$ cat src/rtl/square_sweep_ctrl.sv
// Frequency-sweep sequencer: steps the generator divider from start to stop,
// switching only on generator period boundaries, with dwell, loop and abort.
module square_sweep_ctrl #(
  parameter int DIV_W   = 27,
  parameter int DWELL_W = 16
) (
  input  logic               clk,
  input  logic               rst,
  input  logic               cfg_valid,
  output logic               cfg_ready,
  input  logic [DIV_W-1:0]   cfg_start,
  input  logic [DIV_W-1:0]   cfg_stop,
  input  logic [DIV_W-1:0]   cfg_step,
  input  logic [DWELL_W-1:0] cfg_dwell,
  input  logic               cfg_loop,
  input  logic               abort,
  input  logic               period_end,
  output logic [DIV_W-1:0]   div_out,
  output logic               div_load,
  output logic               busy,
  output logic               done
);

  // state   | meaning
  // S_IDLE  | accepting a configuration, div_out holds last value
  // S_LOAD  | start divider just presented, one cycle
  // S_DWELL | counting generator periods, stepping the divider
  // S_DONE  | one-cycle completion pulse
  typedef enum logic [1:0] {S_IDLE, S_LOAD, S_DWELL, S_DONE} state_t;

  localparam logic [DIV_W-1:0]   DIV_ONE = 1;
  localparam logic [DWELL_W-1:0] CNT_ONE = 1;

  state_t               state_q, state_d;
  logic [DIV_W-1:0]     start_q, start_d, stop_q, stop_d, step_q, step_d;
  logic [DWELL_W-1:0]   dwell_q, dwell_d, cnt_q, cnt_d;
  logic                 loop_q, loop_d, up_q, up_d;
  logic [DIV_W-1:0]     div_q, div_d;
  logic                 div_load_q, div_load_d;

  logic                 xfer, term, at_stop;
  logic [DIV_W-1:0]     step_eff, div_next;
  logic [DWELL_W-1:0]   dwell_eff;
  logic [DIV_W:0]       sum_w, diff_w;

  always_ff @(posedge clk) begin
    if (!rst) begin
      state_q    <= S_IDLE;
      start_q    <= '0;
      stop_q     <= '0;
      step_q     <= '0;
      dwell_q    <= '0;
      loop_q     <= 1'b0;
      up_q       <= 1'b0;
      cnt_q      <= '0;
      div_q      <= '0;
      div_load_q <= 1'b0;
    end else begin
      state_q    <= state_d;
      start_q    <= start_d;
      stop_q     <= stop_d;
      step_q     <= step_d;
      dwell_q    <= dwell_d;
      loop_q     <= loop_d;
      up_q       <= up_d;
      cnt_q      <= cnt_d;
      div_q      <= div_d;
      div_load_q <= div_load_d;
    end
  end

  // Zero step/dwell behave as 1; the extra sum/diff bit flags wrap, which clamps to stop.
  always_comb begin
    xfer      = cfg_valid && (state_q == S_IDLE);
    step_eff  = (step_q == '0) ? DIV_ONE : step_q;
    dwell_eff = (dwell_q == '0) ? CNT_ONE : dwell_q;
    term      = period_end && (cnt_q == dwell_eff - CNT_ONE);
    at_stop   = (div_q == stop_q);
    sum_w     = {1'b0, div_q} + {1'b0, step_eff};
    diff_w    = {1'b0, div_q} - {1'b0, step_eff};
    if (up_q)
      div_next = (sum_w[DIV_W] || (sum_w[DIV_W-1:0] > stop_q)) ? stop_q : sum_w[DIV_W-1:0];
    else
      div_next = (diff_w[DIV_W] || (diff_w[DIV_W-1:0] < stop_q)) ? stop_q : diff_w[DIV_W-1:0];
  end

  always_comb begin
    state_d = state_q;
    case (state_q)
      S_IDLE:  if (xfer) state_d = S_LOAD;
      S_LOAD:  state_d = abort ? S_IDLE : S_DWELL;
      S_DWELL: begin
        if (abort)                         state_d = S_IDLE;
        else if (term && at_stop && !loop_q) state_d = S_DONE;
      end
      S_DONE:  state_d = S_IDLE;
      default: state_d = S_IDLE;
    endcase
  end

  always_comb begin
    start_d    = start_q;
    stop_d     = stop_q;
    step_d     = step_q;
    dwell_d    = dwell_q;
    loop_d     = loop_q;
    up_d       = up_q;
    cnt_d      = cnt_q;
    div_d      = div_q;
    div_load_d = 1'b0;
    case (state_q)
      S_IDLE: begin
        if (xfer) begin
          start_d    = cfg_start;
          stop_d     = cfg_stop;
          step_d     = cfg_step;
          dwell_d    = cfg_dwell;
          loop_d     = cfg_loop;
          up_d       = (cfg_start <= cfg_stop);
          div_d      = cfg_start;
          div_load_d = 1'b1;
          cnt_d      = '0;
        end
      end
      S_LOAD: cnt_d = '0;
      S_DWELL: begin
        if (!abort && period_end) begin
          if (term) begin
            cnt_d = '0;
            if (!at_stop) begin
              div_d      = div_next;
              div_load_d = 1'b1;
            end else if (loop_q) begin
              div_d      = start_q;
              div_load_d = 1'b1;
            end
          end else begin
            cnt_d = cnt_q + CNT_ONE;
          end
        end
      end
      default: ;
    endcase
  end

  assign cfg_ready = (state_q == S_IDLE);
  assign busy      = (state_q == S_LOAD) || (state_q == S_DWELL);
  assign done      = (state_q == S_DONE);
  assign div_out   = div_q;
  assign div_load  = div_load_q;

endmodule

$ cat config.mk
export PLATFORM = sky130hd
export DESIGN_NAME = square_sweep_ctrl
export DESIGN_NICKNAME = d
export VERILOG_FILES = /design/src/rtl/square_sweep_ctrl.sv
export SDC_FILE = /design/constraint.sdc
export NUM_CORES = 1
export LEC_CHECK = 0
export BUFFER_PORTS_ARGS = -buffer_cell sky130_fd_sc_hd__clkbuf_2
export CAP_MARGIN = 0
export CORE_ASPECT_RATIO = 0.7
export CORE_MARGIN = 10
export CORE_UTILIZATION = 30
export CTS_CLUSTER_DIAMETER = 60
export DETAILED_ROUTE_END_ITERATION = 16
export PLACE_DENSITY_LB_ADDON = 0.1
export SYNTH_ARGS = -nofsm -noshare
export SYNTH_HDL_FRONTEND = slang
export SYNTH_SLANG_ARGS = --single-unit
$ cat constraint.sdc
create_clock -name clk -period 6.8 [get_ports clk]
set_input_delay 0 -clock clk [delete_from_list [all_inputs] [get_ports clk]]
set_output_delay 0 -clock clk [all_outputs]
set_load 0.03 [all_outputs]
* Word-level counts from Yosys, hierarchy flattened
Cells that the tools add are included.
** Storage, ports and cells
- Memories kept :: 0
- Flip-flop bits (word level) :: 145
- Word-level logic and storage cells :: 72
- RAM bits :: 0
- ROM bits :: 0
- Output and inout bits :: 31
- Bits in latches :: 0
** Operators by class
- Multiply operators :: 0
- Reduce and logical (&&, ||, !) cells :: 19
- Divide/modulo/power cells :: 0
- Shift-type cells :: 0
- Multiplexer cells :: 26
- Add/sub/neg operators :: 4
- $lt $le $gt $ge :: 3
- Bitwise operators :: 0
- Equal/unequal tests :: 10
** Operators with widths (count)
- 2-to-1 mux 27 bit :: 9
- 2-to-1 mux 16 bit :: 4
- case mux 27 bit (2 select lines) :: 1
- case mux 16 bit (3 select lines) :: 1
- adder 27 x 27 -> 28 bit :: 1
- subtractor 27 x 27 -> 28 bit :: 1
- == test 27 bit :: 1
- greater-than comparator 27 bit :: 1
- <= comparator 27 bit :: 1
- zero test 27 bit :: 1
- < comparator 27 bit :: 1
- adder 16 x 1 -> 16 bit, second input constant :: 1
- == test 16 bit :: 1
- zero test 16 bit :: 1
- subtractor 16 x 1 -> 16 bit, second input constant :: 1
- 2-to-1 mux 2 bit :: 4
- case mux 2 bit (4 select lines) :: 1
- != test 3 bit, second input constant :: 2
- logical AND 1 bit :: 5
- 2-to-1 mux 1 bit :: 5
- AND reduction 5 bit :: 1
- == test 2 bit, second input constant :: 2
- != test 2 bit, second input constant :: 2
- AND reduction 2 bit :: 2
- 9 further kinds :: 12

* Longest topological paths before layout
Gate-level depths: netlist of run 1.
- Depth in word-level cells :: 11
- Depth in mapped cells :: 25
- Depth with buffers taken out :: 24

* Worst setup path before layout of run 1
No wires, ideal clock.
- Path kind :: reg-to-reg
- From :: reg step_q[26]
- To :: reg div_q[17], in the netlist div_out[17]
- Setup time :: 70 ps
- Path buffers :: 1
- Slack :: 1282 ps
- Data required time :: 6730 ps
- Data arrival time :: 5448 ps
- Cell stages (with the launch flop) :: 25
- Cell sequence :: dfxtp_1 nor4_1 nand4_1 o21bai_1 ha_1 inv_1 fa_1 a21oi_1 o221ai_1 o2111a_1 o21a_1 o311ai_0 a21oi_1 or3_1 and2_1 ha_1 nand3_1 nor4_1 nand3_1 o211ai_1 clkbuf_1 nand2_1 o311ai_0 o211ai_1 a21oi_1
** Between the ends
- Longest elaborated chain between the ends :: 11
- Elaborated cells between the ends (all ways) :: 15
- Classes of those cells :: add/sub: 2; order compare: 2; mux: 8; reduce/logical: 3
** Ends and longest elaborated chain
- from (decl) :: line 35 : logic [DIV_W-1:0] start_q, start_d, stop_q, stop_d, step_q, step_d;
- from (signal assigned) :: line 62 : step_q <= step_d;
- zero test 27 bit :: line 75 : step_eff = (step_q == '0) ? DIV_ONE : step_q;
- 2-to-1 mux 27 bit (*) :: line 75
- subtractor 27 x 27 -> 28 bit / adder 27 x 27 -> 28 bit (equally long branches) :: line 80, 79
- < comparator 27 bit / greater-than comparator 27 bit (equally long branches) :: line 84, 82
- logical OR 1 bit, on equally long branches :: line 84, 82
- 2-to-1 mux 27 bit, on equally long branches :: line 84, 82
- 2-to-1 mux 27 bit (*) :: line 81 : if (up_q)
- 2-to-1 mux 27 bit (*) :: line 130 : if (!at_stop) begin
- 2-to-1 mux 27 bit (*) :: line 128 : if (term) begin
- 2-to-1 mux 27 bit (*) :: line 127 : if (!abort && period_end) begin
- case mux 27 bit (2 select lines) (*) :: line 111 : case (state_q)
- to (signal assigned) :: line 67 : div_q <= div_d;
- to (decl) :: line 38 : logic [DIV_W-1:0] div_q, div_d;
Mark *: on every way between the ends. The rest lies on a longest branch, timed or not. The select of a mux whose other input is x is not followed.
A chain may end at the register's enable or synchronous reset.

* Worst setup path after layout of run 1
- From :: reg step_q[26]
- To :: reg div_q[6], in the netlist div_out[6]
The elaborated chain is that of the path after synthesis.

==> summary.txt, run 1 <==
Power and ir drop
  • Clock power share: between 20% and 30%
  • Pwr/cell area: between 200 and 300 mW/mm2
  • Switch Pwr: 1.71 mW
  • PnR Total Power: around 4.0 mW
  • LEAKAGE: roughly 6.7 nW
  • P_int: between 2 and 2.5 mW
  • Sequential Power Share: 24.7%
  • Peak supply drop: 0.000189 V
  • Comb pwr share: 48.4%
  • Switching Share: between 40% and 50%

Logic synthesis
  • Top cells by area, synth: dfxtp_1, ha_1, a21oi_1, nand2_1, xnor2_1
  • Ys async rst share: 0%
  • Synth cell count leaders: nand2_1, a21oi_1, dfxtp_1
  • Yosys top cell area share: between 20% and 30%
  • FF+latch count, synth: about 150
  • Syn. warnings: 0
  • Syn nets: 2027
  • Mapped Area: around 0.013 mm2
  • Cells after synthesis: 1781
  • Register area share after synthesis: 22.6%
  • Largest area contributor in the netlist: dfxtp_1
  • Most used DFF post-synth: dfxtp_1
  • Count leader, synth: nand2_1
  • Post-synth EDFFs: 0
  • Yosys cell types: 85
  • Syn avg cell area: 7.21 um2

Detailed routing
  • WL met3: about 3400 um
  • Routed length on met2: between 20000 and 25000 um
  • DRC viols: 0
  • Routed wire length: 53100 um
  • Wire per inst: approximately 21 um
  • Initial DRT Pass Iterations: 5
  • Top sig layer: met5
  • WL met1: approximately 27000 um
  • Via count: around 14k
  • Routed vias/inst: roughly 5.4
  • DRT iter0 DRCs: 1024
  • Antenna Violating Nets Remaining: 0

Placed design
  • Final HPWL DP: between 40000 and 50000 um
  • Dpl cell area: approximately 0.014 mm2
  • RD Place Congestion: ~0.90
  • Number of buffers added on ports: 133
  • DP Cell Count: roughly 2.4k

Clocking
  • CTS Buf Count: 17
  • Clk sinks: between 100 and 150
  • CTS max path bufs: 2
  • Worst-Skew Late Latency: between 0.4 and 0.5 ns
  • Post-CTS Setup Bufs: 0
  • CTS root buffer: clkbuf_16
  • Clk slew on worst S/H paths: around 0.070 ns
  • CTS tree: built
  • H-tree Lvls: 4

Final layout
  • Fin cells: between 2k and 3k
  • Final std cell area, no fill: around 0.016 mm2
  • Area Growth Syn to Fin: 24.3%
  • Share of cells above drive strength 1: 13.5%
  • Antenna diodes: 0
  • Final #Nets: 2234

Timing
  • RSZ-0062 raised after global routing: false
  • Max_slew headroom: around 15%
  • Tcrit/Tclk final: ~92%
  • Skew final: ~0.017 ns
  • Peak Freq: about 160 MHz
  • Hold Fails Final Rpt: 0
  • Final setup viols: 0
  • Pins Over Slew Limit: 0
  • Fin Setup TNS: 0 ns
  • Tmin final: roughly 6.3 ns
  • Worst Tran Pin Value: 1.27 ns

Worst hold path
  • Hold_sp: cfg_valid
  • Worst min path class: primary input to flop

Global route
  • Gr ovfl total: 0
  • Vias in the first global route: between 10k and 15k
  • Antenna violations before repair: 2
  • Largest net degree at the start of global routing: 66
  • Gr usage total: between 20% and 30%
  • First-pass GRT wire length: between 70000 and 80000 um

Floorplanning
  • Die area: between 0.05 and 0.06 mm2
  • Initial Utilization: about 30%
  • Placeable Area: ~0.042 mm2
  • Die X: 267 um
  • IO Count: about 130
  • DIE HEIGHT: slightly below 200 um
  • Site row count: between 60 and 70

Worst setup path
  • Data arrival, critical path: between 6 and 7 ns
  • WP data required: 7.14 ns
  • Crit Path Category: flop to flop
  • Crit path max fanout: 12
  • Worst setup EP type: flop
  • CP startpoint: step_q[26]
  • Startpoint types: flop
  • R2r startpoint: step_q[26]

Run status
  • Status: complete, no violations

Run
  • Max_cap viols: 0
[metal layers]
layer | GRT usage [%] | vias up
met3 | 4.14 | 45
met1 | 29.6 | 6579
met2 | 30.1 | 368
met5 | 0 | -
met4 | 3.92 | 2
li1 | - | 6728
[stage by stage]
| stage | util [%] | setup WS (ns) | hold slack, ns |
|---|---|---|---|
| finish | 37.7 | 0.525 | 0.122 |
| global route | 37.7 | 0.0797 | 0.135 |
| CTS | 37.7 | 0.405 | 0.0912 |
| detailed placement | 33.8 | 0.485 | 0.229 |
| global placement | 33.8 | 0.506 | 0.224 |
| floorplan | - | 1.28 | 0.136 |
[kinds of logic (layout without fill, tap and decap cells)]
group	after synthesis	count (layout)	share of synthesized area [%]
and+or+nand+nor	620	620	22.9
AOI/OAI and AO/OA	524	524	25.8
buffers and inverters	244	463	7.39
DFF	145	145	22.6
adders and majority gates	143	143	14.0
xor gates and xnor gates	96	96	6.54
muxes	9	9	0.730
[layout by cell type (no fill, tap or decap), types with 7 or more instances in the layout]
master / synthesis / final
a211oi_1: 28 / 28
a21o_1: 15 / 15
a21oi_1: 243 / 243
a221oi_1: 9 / 9
a31oi_1: 10 / 10
and2_1: 10 / 9
and3_1: 12 / 12
buf_4: 0 / 73
clkbuf_16: 0 / 17
clkbuf_2: 0 / 133
dfxtp_1: 145 / 145
dlygate4sd3_1: 0 / 100
ha_1: 141 / 141
inv_1: 120 / 120
nand2_1: 271 / 270
nand2b_1: 17 / 17
nand3_1: 54 / 54
nand4_1: 32 / 32
nor2_1: 99 / 99
nor2b_1: 15 / 15
nor3_1: 37 / 37
nor4_1: 15 / 15
o2111ai_1: 7 / 7
o211ai_1: 27 / 27
o21a_1: 21 / 21
o21ai_0: 52 / 52
o21ai_1: 10 / 10
o21bai_1: 10 / 9
o31ai_1: 11 / 11
or3_1: 10 / 10
or4_1: 10 / 10
xnor2_1: 71 / 71
xor2_1: 25 / 25
[cell type report]
class | count | area, um2
fillers | 4536 | 26400
multi-input cells | 1392 | 9020
flip-flops and latches | 145 | 2900
repair buffers | 308 | 2250
well taps | 552 | 691
inverters | 124 | 467
clock buffers | 18 | 439
clock inverters | 13 | 198
[power groups by stage]
stage	Sequential, mW	Combinational (mW)	Clock [mW]
CTS	0.993	1.92	1.11
floorplan	1.01	1.16	0
detailed placement	1.01	1.86	0
global placement	1.01	1.87	0
finish	0.993	1.95	1.08
global route	1.00	2.13	1.14
[flip-flops by register name, indices dropped and copies added (netlist names), 2 cells and up]
name	cells
div_out	27
start_q	27
step_q	27
stop_q	27
cnt_q	16
dwell_q	16
state_q	2
[worst max-delay path, stage by stage, from the launching register on]
cell	delay, ns
dfxtp_1	0.34
nor4_1	0.35
buf_4	0.23
nand4_1	0.11
o21bai_2	0.23
ha_1	0.20
inv_1	0.05
fa_1	0.38
a21oi_1	0.26
o221ai_1	0.25
o2111a_1	0.34
o21a_1	0.22
o311ai_1	0.31
a21oi_1	0.14
or3_1	0.36
and2_1	0.18
ha_1	0.29
nand3_1	0.09
nor4_1	0.41
nand3_1	0.16
o211ai_1	0.19
buf_4	0.19
buf_4	0.21
a21oi_1	0.09
a211oi_1	0.27
o41ai_1	0.10
a32o_1	0.21
[worst paths after layout]
path / to / slack (ns) / cells past startpoint
hold / removal: state_q[1] / 0.12 / 4
setup / recovery: div_out[6] / 0.52 / 26
hold reg to reg: start_q[26] / 0.45 / 2
setup reg to reg: div_out[6] / 0.52 / 26
[timing repair]
item | CTS | global route
hold endpoints to repair | 110 | 0
endpoints found under the setup margin | 0 | 15
hold buffers | 100 | 0
resized for setup | 0 | 3
(Power assumes the default switching activity.)
==> inputs of run 2 (changes only) <==
--- a/config.mk
+++ b/config.mk
@@ -5,6 +5,7 @@
 export SDC_FILE = /design/constraint.sdc
 export NUM_CORES = 1
 export LEC_CHECK = 0
+export ABC_AREA = 1
 export BUFFER_PORTS_ARGS = -buffer_cell sky130_fd_sc_hd__clkbuf_2
 export CAP_MARGIN = 0
 export CORE_ASPECT_RATIO = 0.7
==> summary.txt, run 2 <==
Run status
  • Status: complete, no violations

Logic synthesis
  • Largest area contributor in the netlist: dfxtp_1
  • Syn avg cell area: 5.86 um2
  • Most used DFF post-synth: dfxtp_1
  • Synth cell count leaders: nand2_1, inv_1, nor2_1
  • Syn. warnings: 0
  • FF+latch count, synth: 145
  • Top cells by area, synth: dfxtp_1, nand2_1, ha_1, inv_1, nor2_1
  • Cells after synthesis: 2382
  • Register area share after synthesis: 20.8%
  • Count leader, synth: nand2_1
  • Mapped Area: 0.0139 mm2
  • Yosys cell types: 46
  • Syn nets: ~2.6k
  • Post-synth EDFFs: 0
  • Ys async rst share: 0%
  • Yosys top cell area share: a little over a fifth

Detailed routing
  • DRC viols: 0
  • Antenna Violating Nets Remaining: 0
  • Via count: between 15k and 20k
  • Routed vias/inst: approximately 4.8
  • Routed wire length: roughly 57000 um
  • Initial DRT Pass Iterations: 5
  • DRT iter0 DRCs: about 1.2k
  • Wire per inst: roughly 18 um

Timing
  • Pins Over Slew Limit: 0
  • Skew final: ~0.016 ns
  • Max_slew headroom: 21.4%
  • Tmin final: 5.48 ns
  • Fin Setup TNS: 0 ns
  • Worst Tran Pin Value: ~1.2 ns
  • Tcrit/Tclk final: between 80% and 90%
  • Hold Fails Final Rpt: 0
  • RSZ-0062 raised after global routing: false
  • Peak Freq: between 150 and 200 MHz
  • Final setup viols: 0
  • PnR worst setup slack: roughly 1.3 ns

Placed design
  • Final HPWL DP: between 40000 and 50000 um
  • RD Place Congestion: about 0.92
  • Number of buffers added on ports: between 100 and 150
  • Post-Place Worst Slack: 1.47 ns

Global route
  • Gr ovfl total: 0
  • Largest net degree at the start of global routing: 87
  • Gr usage total: 20.0%
  • First-pass GRT wire length: roughly 87000 um
  • Antenna violations before repair: 0
  • Vias in the first global route: between 10k and 15k

Worst setup path
  • Reg2Reg Depth: 31
  • CP peak stage delay: between 0.4 and 0.5 ns
  • Data arrival, critical path: 5.84 ns
  • CP dominant cell by count: nand2_1
  • Worst R2R End: div_out[20]
  • Crit path max fanout: 10
  • Worst path top cell family by delay: simple AND/OR/NAND/NOR gates
  • Worst setup EP type: flop
  • CP startpoint: step_q[16]
  • WP data required: 7.16 ns
  • Slowest cell on crit path: a21oi_2
  • Reg-to-reg setup timing slack: 1.32 ns
  • Crit path buf inv count: 3
  • Crit Path Category: flop to flop
  • R2r startpoint: step_q[16]
  • Startpoint types: flop

Clocking
  • Worst-Skew Late Latency: 0.47 ns
  • H-tree Lvls: 4
  • Clk slew on worst S/H paths: 0.07 ns
  • CTS tree: built
  • Resized cells post-CTS: 0
  • CTS Buf Count: 17
  • CTS max path bufs: 2
  • Clk sinks: between 100 and 150
  • CTS root buffer: clkbuf_16

Floorplanning
  • Die X: 278 um
  • Site row count: 66
  • IO Count: between 100 and 150
  • Die area: 0.0557 mm2
  • Placeable Area: 0.0462 mm2
  • Initial Utilization: 30.2%
  • DIE HEIGHT: roughly 200 um

Final layout
  • Final #Nets: around 2.8k
  • Antenna diodes: 0
  • Area Growth Syn to Fin: 18.8%
  • Multi-input logic area: between 0.009 and 0.01 mm2
  • Share of cells above drive strength 1: between 7 and 8%
  • Commonest non-fill, non-tap cell in the layout: nand2_1
  • Most frequent cells in the layout: nand2_1, inv_1, nor2_1
  • Register area: between 0.002 and 0.003 mm2
  • Layout fillers: between 5k and 6k

Power and ir drop
  • P_int: between 3 and 4 mW
  • Pwr/cell area: ~420 mW/mm2
  • Switching Share: a little under three fifths
  • Comb pwr share: 67.9%
  • LEAKAGE: between 8 and 9 nW
  • Peak supply drop: 0.000235 V
  • Sequential Power Share: between 10% and 20%
  • Clock power share: 14.8%
  • Switch Pwr: between 3 and 4 mW

Worst hold path
  • WHS Endpoint: state_q[1]
  • WHS Path Cells: 4
  • Hold_sp: cfg_valid
  • Worst min path class: primary input to flop

Run
  • Max_cap viols: 0
-- run 2: timing repair --
| item | in CTS | in global routing |
|---|---|---|
| setup buffers | 0 | 0 |
| endpoints found under the hold margin | 126 | 0 |
| hold buffers | 99 | 0 |
-- run 2: worst min-delay path: cells and delay by family --
family	cells	cell delay [ns]
and+or+nand+nor	2	0.26
AOI/OAI and AO/OA	1	0.08
buffers and inverters	1	0.12
-- run 2: how the worst max path moves through the flow --
stage,to,slack [ns],cells after the start
4_1_cts,div_out[17],1.41,31
3_3_place_gp,div_out[17],1.53,30
2_1_floorplan,div_out[10],2.88,30
6_report,div_out[20],1.32,31
3_5_place_dp,div_out[17],1.47,31
5_1_grt,div_out[17],0.71,31
-- run 2: routing by layer --
metal	track usage, %	part of all wire (%)	vias up	routed length [um]
li1	-	-	7816	-
met5	0	0	-	0
met2	28.6	40	421	22600
met3	3.94	5.9	41	3350
met1	30.0	53	7029	30200
met4	3.95	1.3	0	741
-- run 2: kinds of logic after synthesis --
group,after synthesis,synth area share (%)
xor gates and xnor gates,58,3.64
AOI/OAI and AO/OA,356,13.4
DFF,145,20.8
adders and majority gates,143,12.9
buffers and inverters,476,13.4
and+or+nand+nor,1204,35.8
-- run 2: final cells by class --
| type | count | area share [%] |
|---|---|---|
| clock inverter | 14 | 1.03 |
| timing repair buffer | 242 | 10.5 |
| multi-input combinational | 1761 | 55.4 |
| sequential | 145 | 17.5 |
| inverter | 370 | 8.38 |
| tap | 612 | 4.62 |
| clock buffer | 18 | 2.59 |
-- run 2: power by group through the flow --
stage | Combinational [mW] | Clock (mW) | Sequential (mW)
after CTS | 4.67 | 1.05 | 1.21
after global routing | 5.38 | 1.08 | 1.22
final | 4.71 | 1.02 | 1.20
after global placement | 4.58 | 0 | 1.23
after floorplan | 3.29 | 0 | 1.23
after detailed placement | 4.60 | 0 | 1.23
-- run 2: metrics by stage --
step,cells,total power [mW],cell area [um2],hold WS [ns],utilization [%]
floorplan,2382,4.52,13900,0.154,-
global placement,3031,5.80,15000,0.249,32.4
detailed placement,3031,5.83,15000,0.262,32.4
CTS,3162,6.93,16600,0.00370,35.8
global route,3162,7.68,16600,0.0342,35.8
finish,3162,6.94,16600,0.0328,35.8
==> inputs of run 3 (changes only) <==
--- a/config.mk
+++ b/config.mk
@@ -5,7 +5,7 @@
 export SDC_FILE = /design/constraint.sdc
 export NUM_CORES = 1
 export LEC_CHECK = 0
-export ABC_AREA = 1
+export ABC_AREA = 0
 export BUFFER_PORTS_ARGS = -buffer_cell sky130_fd_sc_hd__clkbuf_2
 export CAP_MARGIN = 0
 export CORE_ASPECT_RATIO = 0.7
==> constraint.sdc (replaced) <==
create_clock -name clk -period 4.9 [get_ports clk]
set_input_delay 0 -clock clk [delete_from_list [all_inputs] [get_ports clk]]
set_output_delay 0 -clock clk [all_outputs]
set_load 0.03 [all_outputs]
==> summary.txt, run 3 (synthesized netlist as in run 1, its figures left out) <==
Detailed routing
  • Routed wire length: approximately 58000 um
  • Initial DRT Pass Iterations: 5
  • Wire per inst: slightly above 20 um
  • DRT iter0 DRCs: 1188
  • Via count: around 15k
  • DRC viols: 0
  • Routed vias/inst: approximately 5.2
  • Antenna Violating Nets Remaining: 0

Timing
  • Peak Freq: 178 MHz
  • Skew final: ~0.0092 ns
  • Pins Over Slew Limit: 0
  • Max_slew headroom: 20.8%
  • Final setup viols: 27
  • PnR worst setup slack: -0.709 ns
  • Tcrit/Tclk final: 114%
  • RSZ-0062 raised after global routing: true
  • Hold Fails Final Rpt: 0
  • Worst Tran Pin Value: 1.18 ns
  • Tmin final: 5.61 ns

Worst setup path
  • Slowest cell on crit path: fa_2
  • CP peak stage delay: about 0.36 ns
  • Crit path max fanout: 7
  • Worst setup EP type: flop
  • Data arrival, critical path: 5.94 ns
  • WP data required: approximately 5.2 ns
  • Crit Path Category: flop to flop
  • Startpoint types: flop

Global route
  • Gr ovfl total: 0
  • First-pass GRT wire length: around 86000 um
  • Gr usage total: a little over a fifth
  • Vias in the first global route: roughly 14k
  • Largest net degree at the start of global routing: 73
  • Antenna violations before repair: 0

Floorplanning
  • IO Count: 134
  • Placeable Area: between 0.04 and 0.05 mm2
  • Site row count: 63
  • Die area: between 0.05 and 0.06 mm2
  • Die X: between 200 and 300 um
  • DIE HEIGHT: around 190 um
  • Initial Utilization: 30.4%

Clocking
  • CTS tree: built
  • Worst-Skew Late Latency: 0.46 ns
  • Clk slew on worst S/H paths: 0.07 ns
  • CTS Buf Count: 17
  • CTS max path bufs: 2
  • H-tree Lvls: 4
  • Clk sinks: between 100 and 150
  • CTS root buffer: clkbuf_16

Final layout
  • Share of cells above drive strength 1: between 20% and 30%
  • Layout fillers: approximately 4.4k
  • Most frequent cells in the layout: buf_4, nand2_1, a21oi_1
  • Antenna diodes: 0
  • Area Growth Syn to Fin: 46.0%
  • Commonest non-fill, non-tap cell in the layout: buf_4
  • Final #Nets: 2481
  • Final std cell area, no fill: 0.0188 mm2

Placed design
  • RD Place Congestion: 0.900
  • Number of buffers added on ports: 133
  • Final HPWL DP: between 40000 and 50000 um
  • Dpl cell area: roughly 0.016 mm2

Power and ir drop
  • Pwr/cell area: between 300 and 400 mW/mm2
  • LEAKAGE: between 8 and 9 nW
  • PnR Total Power: between 6 and 7 mW
  • Peak supply drop: roughly 0.00031 V

Worst hold path
  • Worst min path class: primary input to flop

Run
  • Max_cap viols: 0

Run status
  • Status: finished with violations
  • Failing checks: negative setup slack
==> run 3: cell count changes in the layout (fill, tap and decap cells not counted), moves of 28 or more <==
cell,change
nand2_1,-385
buf_4,+289
inv_1,-248
nor2_1,-192
nand3_1,-116
o21ai_0,-114
xnor2_1,+61
a21oi_1,+59
dfxtp_1,-28
dfxtp_2,+28
==> run 3: per-stage QoR <==
step / TNS (ns) / cells / hold slack (ns) / setup slack [ns] / utilization [%]
floorplan: -1.83 / 1781 / 0.128 / -0.190 / -
global placement: -31.46 / 2641 / 0.222 / -1.27 / 38.1
detailed placement: -31.18 / 2641 / 0.223 / -1.25 / 38.1
CTS: -16.88 / 2785 / 0.0607 / -0.693 / 43.0
global route: -23.46 / 2798 / 0.100 / -0.955 / 44.3
finish: -16.50 / 2798 / 0.0790 / -0.709 / 44.3
==> run 3: critical path: cells and delay by family (launching register included) <==
family	cells	cell delay (ns)
compound gates	13	2.38
simple gates	6	1.41
fa+ha+maj	3	0.82
buf+inv	4	0.52
flops	1	0.33
==> run 3: final timing paths <==
kind              slack (ns)         from  cells past startpoint          end
hold / removal          0.08    cfg_valid                      4   state_q[1]
setup reg to reg       -0.71   step_q[26]                     26  div_out[26]
setup / recovery       -0.71   step_q[26]                     26  div_out[26]
hold reg to reg         0.45  start_q[23]                      2  start_q[23]
==> run 3: repair_timing <==
| item | 4_1_cts | 5_1_grt |
|---|---|---|
| pin swaps | 42 | 65 |
| hold buffers | 100 | 0 |
| gates resized for setup | 64 | 97 |
| endpoints found under the setup margin | 27 | 27 |
| hold endpoints to repair | 110 | 0 |
| gates cloned | 2 | 0 |
| buffers inserted | 15 | 15 |
==> run 3: final cells by class <==
cell class                      count  area, um2  share of cell area [%]
Timing Repair Buffer              555       4220                    22.5
Multi-Input combinational cell   1392       9890                    52.7
Inverter                          124        467                    2.49
Clock buffer                       20        457                    2.43
Sequential cell                   145       2940                    15.7
Tap cell                          552        691                    3.68
Clock inverter                     10        101                   0.540
==> run 3: layer usage <==
layer / part of all wire, % / GRT usage (%) / vias up / wire length [um]
li1: - / - / 7227 / -
met1: 51 / 32.6 / 7062 / 29200
met2: 43 / 32.5 / 369 / 24600
met3: 5.7 / 3.75 / 28 / 3260
met4: 0.98 / 3.97 / 0 / 567
met5: 0 / 0 / - / 0
==> run 3: power breakdown <==
| group | total [mW] | switching [mW] | internal, mW |
|---|---|---|---|
| clock network | 1.33 | 0.605 | 0.726 |
| logic | 3.83 | 2.06 | 1.77 |
| registers | 1.35 | 0.0841 | 1.27 |
